[src/rtl/uart_pkg.sv]
// rtl/uart_pkg.sv - shared UART state encoding, default frame constants and parity helper
package uart_pkg;

  typedef enum logic [2:0] {
    ST_IDLE   = 3'd0,
    ST_START  = 3'd1,
    ST_DATA   = 3'd2,
    ST_PARITY = 3'd3,
    ST_STOP   = 3'd4
  } uart_state_e;

  localparam int DEF_CLKS_PER_BIT = 16;
  localparam int DEF_DATA_BITS    = 8;
  localparam int DEF_STOP_BITS    = 1;

  // XOR of the low nbits of data, inverted when odd parity is selected
  function automatic logic calc_parity(input logic [7:0] data, input int nbits, input logic odd);
    logic p;
    p = odd;
    for (int i = 0; i < 8; i++) begin
      if (i < nbits) p = p ^ data[i];
    end
    return p;
  endfunction

endpackage

[src/rtl/uart_baud_gen.sv]
// rtl/uart_baud_gen.sv - bit-period counter with synchronous clear and end-of-bit tick
module uart_baud_gen #(
  parameter int CLKS_PER_BIT = 16
) (
  input  logic clk_i,
  input  logic rst_n_i,
  input  logic clear_i,
  output logic bit_tick_o
);

  localparam int CW = $clog2(CLKS_PER_BIT);
  localparam logic [CW-1:0] LAST = CW'(CLKS_PER_BIT - 1);

  logic [CW-1:0] cnt_q, cnt_d;

  always_comb begin
    cnt_d = cnt_q + CW'(1);
    if (clear_i || (cnt_q == LAST)) cnt_d = '0;
  end

  always_ff @(posedge clk_i) begin
    if (!rst_n_i) cnt_q <= '0;
    else          cnt_q <= cnt_d;
  end

  assign bit_tick_o = (cnt_q == LAST) && !clear_i;

endmodule

[src/rtl/uart_tx_ctrl.sv]
// rtl/uart_tx_ctrl.sv - UART transmit frame sequencer driving an external PISO
module uart_tx_ctrl
  import uart_pkg::*;
#(
  parameter int CLKS_PER_BIT = DEF_CLKS_PER_BIT,
  parameter int DATA_BITS    = DEF_DATA_BITS,
  parameter int PARITY_EN    = 0,
  parameter int PARITY_ODD   = 0,
  parameter int STOP_BITS    = DEF_STOP_BITS
) (
  input  logic       clk_i,
  input  logic       rst_n_i,
  input  logic [7:0] tx_data_i,
  input  logic       tx_valid_i,
  output logic       tx_ready_o,
  output logic       load_o,
  output logic       shift_o,
  input  logic       piso_out_i,
  output logic       tx_o,
  output logic       busy_o,
  output logic       tx_done_o
);

  localparam logic [2:0] LAST_DATA = 3'(DATA_BITS - 1);
  localparam logic [2:0] LAST_STOP = 3'(STOP_BITS - 1);

  uart_state_e state_q, state_d;
  logic [2:0]  bit_cnt_q, bit_cnt_d;
  logic [7:0]  data_q, data_d;
  logic        tx_q, tx_d;
  logic        load_q, load_d;
  logic        shift_q, shift_d;
  logic        done_q, done_d;
  logic        baud_clear;
  logic        bit_tick;

  uart_baud_gen #(.CLKS_PER_BIT(CLKS_PER_BIT)) u_baud (
    .clk_i      (clk_i),
    .rst_n_i    (rst_n_i),
    .clear_i    (baud_clear),
    .bit_tick_o (bit_tick)
  );

  always_comb begin
    state_d    = state_q;
    bit_cnt_d  = bit_cnt_q;
    data_d     = data_q;
    tx_d       = tx_q;
    load_d     = 1'b0;
    shift_d    = 1'b0;
    done_d     = 1'b0;
    baud_clear = 1'b0;
    unique case (state_q)
      ST_IDLE: begin
        // counter held at zero so the start bit gets a full period from the handshake edge
        baud_clear = 1'b1;
        tx_d       = 1'b1;
        if (tx_valid_i) begin
          state_d   = ST_START;
          tx_d      = 1'b0;
          load_d    = 1'b1;
          data_d    = tx_data_i;
          bit_cnt_d = '0;
        end
      end
      ST_START: begin
        if (bit_tick) begin
          state_d   = ST_DATA;
          tx_d      = piso_out_i;
          shift_d   = 1'b1;
          bit_cnt_d = '0;
        end
      end
      ST_DATA: begin
        if (bit_tick) begin
          if (bit_cnt_q == LAST_DATA) begin
            bit_cnt_d = '0;
            if (PARITY_EN != 0) begin
              state_d = ST_PARITY;
              tx_d    = calc_parity(data_q, DATA_BITS, PARITY_ODD != 0);
            end else begin
              state_d = ST_STOP;
              tx_d    = 1'b1;
            end
          end else begin
            bit_cnt_d = bit_cnt_q + 3'd1;
            tx_d      = piso_out_i;
            shift_d   = 1'b1;
          end
        end
      end
      ST_PARITY: begin
        if (bit_tick) begin
          state_d   = ST_STOP;
          tx_d      = 1'b1;
          bit_cnt_d = '0;
        end
      end
      ST_STOP: begin
        // bit_cnt is reused to count stop periods
        if (bit_tick) begin
          if (bit_cnt_q == LAST_STOP) begin
            state_d = ST_IDLE;
            done_d  = 1'b1;
            tx_d    = 1'b1;
          end else begin
            bit_cnt_d = bit_cnt_q + 3'd1;
          end
        end
      end
      default: state_d = ST_IDLE;
    endcase
  end

  always_ff @(posedge clk_i) begin
    if (!rst_n_i) begin
      state_q   <= ST_IDLE;
      bit_cnt_q <= '0;
      data_q    <= '0;
      tx_q      <= 1'b1;
      load_q    <= 1'b0;
      shift_q   <= 1'b0;
      done_q    <= 1'b0;
    end else begin
      state_q   <= state_d;
      bit_cnt_q <= bit_cnt_d;
      data_q    <= data_d;
      tx_q      <= tx_d;
      load_q    <= load_d;
      shift_q   <= shift_d;
      done_q    <= done_d;
    end
  end

  assign tx_ready_o = (state_q == ST_IDLE);
  assign busy_o     = (state_q != ST_IDLE);
  assign load_o     = load_q;
  assign shift_o    = shift_q;
  assign tx_o       = tx_q;
  assign tx_done_o  = done_q;

endmodule

[config.mk]
export PLATFORM = sky130hd
export DESIGN_NAME = uart_tx_ctrl
export DESIGN_NICKNAME = d
export VERILOG_FILES = /design/src/rtl/uart_pkg.sv /design/src/rtl/uart_baud_gen.sv /design/src/rtl/uart_tx_ctrl.sv
export SDC_FILE = /design/constraint.sdc
export NUM_CORES = 1
export LEC_CHECK = 0
export ABC_AREA = 1
export CORE_ASPECT_RATIO = 1.1
export CORE_UTILIZATION = 51
export DETAILED_ROUTE_END_ITERATION = 8
export PLACE_DENSITY = 0.81
export SYNTH_ARGS = -nofsm -noshare
export SYNTH_HDL_FRONTEND = slang
export SYNTH_SLANG_ARGS = --single-unit
[constraint.sdc]
create_clock -name clk_i -period 2.8 [get_ports clk_i]
set_clock_uncertainty 0.15 [all_clocks]
set_input_delay 0.7 -clock clk_i [delete_from_list [all_inputs] [get_ports clk_i]]
set_output_delay 0.7 -clock clk_i [all_outputs]
set_load 0.005 [all_outputs]
==> results.toml <==
[floorplan]
rows = 14
start_util_pct = 55.1
dieHeight_um = 42.5
core_area_um2 = 1380
dieWidth_um = 38.9
die_area_um2 = 1650
io_pins = 18

[hold_path]
hold_class = "reg2reg"
hold_start = "u_baud.cnt_q[0]"

[synth]
ys_warn_count = 0
ys_types = 24
postSynthAreaPerCell_um2 = 7.19
ys_seq_area_share_pct = 36.8
synthCells = 106
syn-num-nets = 122
syn_area_um2 = 762
synth_seq_cells = 14

[sta]
tns_ns = 0
finalCritPeriodShare_pct = 85.3
finalSetupViolations = 0
finalMaxSlewViolations = 0
slew_headroom_pct = 77.2
max_freq_mhz = 419
worst_slack_ns = 0.413
worst_pin_slew_ns = 0.341
hold_viol = 0
grt_setup_unrepaired = "no"
fin_crit_ns = 2.39

[pwr]
peakVddDrop_mv = 0.598
switching_share_pct = 45.0
p_int_mw = 0.601
power_per_cell_area_nw_per_um2 = 1210
clockPowerShare_pct = 13.1
p_sw_mw = 0.491
leakage_nw = 0.450
p_total_mw = 1.09
share_comb_of_total_power_pct = 58.5
p_seq_share_pct = 28.4

[critical_path]
start_kind = "flip-flop"
endpoint_kind = "primary output"
cp.required_ns = 1.95
rr_endpoint = "state_q[1]"
crit_path_end = "tx_ready_o"
crit_start = "state_q[1]"
arrival_ns = 1.54
r2r_setup_slack_ns = 1.22
r2r-start = "bit_cnt_q[0]"
worstSetupPathType = "reg2out"
reg2regPathDepth = 9
worstPathMaxFanout = 6

[cts]
clk_latency_ns = 0.28
cts_root_buf = "clkbuf_4"
ctsHoldBuffers = 0
numCtsBuffers = 3
cts.sinks = 14
clk_path_buf_depth = 2
cts_tree = "done"
clkTransAtPathRegs_ns = 0.08
cts-htree-levels = 1
cts-resized-gates = 0
postCtsSetupBuffers = 0

[detailed_routing]
vias_per_cell = 5.13
first_iter_violations = 12
firstDrtPassIters = 4
routed_wirelength_mm = 1.46
drtAntennaViolNets = 0
drc_errors = 0
via_count = 687
wl_per_cell_um = 10.9

[run_status]
outcome = "finished, final reports clean"

[run]
drv_cap = 0

[finish]
layoutNonFillerInstCount = 134
final_cell_mix = "nand2_1, nor2_1, inv_1, dfxtp_1"
areaGrowthSynthToFinish_pct = 18.7
drive_gt1_share_pct = 11.9
fillers = 135
layout.nets = 135
final_common_cell = "nand2_1"
n_antenna_cell = 0

[global_routing]
grt_first_pass_wirelength_mm = 2.46
antenna_found_initial = 0
grt-ovfl-total = 0
grt_max_degree = 10
grt_pass1_vias = 631
grtUsageTotal_pct = 21.1

[place]
pre_cts_slack_ns = 0.722
io_buffers = 9
dp_hpwl_mm = 1.09
place_inst = 130
gp_congestion = 0.810
power by group through the flow:
stage / combinational (mW) / clock, mW / sequential, mW
floorplan: 0.474 / 0 / 0.306
global placement: 0.616 / 0 / 0.312
detailed placement: 0.628 / 0 / 0.315
CTS: 0.643 / 0.147 / 0.310
global route: 0.734 / 0.155 / 0.318
finish: 0.639 / 0.143 / 0.310
sequential cells by signal, indices dropped and copies added (netlist names):
signal	flops
shift_o	1
bit_cnt_q	3
tx_done_o	1
load_o	1
u_baud.cnt_q	4
state_q	3
tx_o	1
worst max-delay path, stage by stage (launching register included):
cell and delay [ns]:
dfxtp_1 0.36, nor2_4 0.19, nand2_2 0.12, inv_1 0.09
clkdlybuf4s50_1 0.49
area by class of cell:
cell class                 count  area (um2)  area share (%)
tap                           16        20.0            2.21
multi-input combinational     76         422            46.6
sequential                    14         280            31.0
clock buffer                   4        36.3            4.01
inverter                      15        56.3            6.22
timing repair buffer           9        90.1            9.96
cell families (layout without fill, tap and decap cells):
group                      after synthesis  after routing  synth area share, %
buffers and inverters                   16             28                 7.88
and+or+nand+nor                         64             64                 41.4
xor gates and xnor gates                 2              2                 2.30
adders and majority gates                4              4                 6.57
AOI/OAI and AO/OA                        6              6                 5.09
DFF                                     14             14                 36.8
synthesized netlist by cell type, drive strengths merged:
master	count	area share [%]
and2	1	0.82
a21boi	1	0.99
xnor2	1	1.1
nand2	26	14
a21oi	2	1.3
nand3	13	11
dfxtp	14	37
nor2	19	10
or2	1	1.1
nand3b	1	0.99
a211o	1	1.1
xor2	1	1.1
nand4	2	1.6
ha	4	6.6
clkbuf	1	0.49
inv	15	7.4
o21ai	1	0.66
nor4	1	0.82
a21o	1	0.99
routing by layer:
layer  up-vias  wire length [um]  global-route usage, %
met5         -                 0                      0
met2        14               715                   35.3
li1        362                 -                      -
met3         2                64                   6.38
met1       309               669                   24.1
met4         0                10                   8.28
stage by stage:
stage | hold WS [ns] | area, um2 | utilization, %
final | 0.304 | 905 | 65.4
after global routing | 0.338 | 905 | 65.4
after CTS | 0.308 | 905 | 65.4
after detailed placement | 0.290 | 868 | 62.7
after global placement | 0.280 | 868 | 62.7
after floorplan | 0.268 | 762 | -
worst min-delay path by stage:
stage / cells after the start / slack [ns] / endpoint
after floorplan: 1 / 0.27 / u_baud.cnt_q[0]
after detailed placement: 1 / 0.29 / u_baud.cnt_q[0]
after CTS: 1 / 0.31 / u_baud.cnt_q[0]
after global placement: 1 / 0.28 / u_baud.cnt_q[0]
after global routing: 1 / 0.34 / u_baud.cnt_q[0]
final: 1 / 0.30 / u_baud.cnt_q[0]
Power figures use the tool's default switching activity.
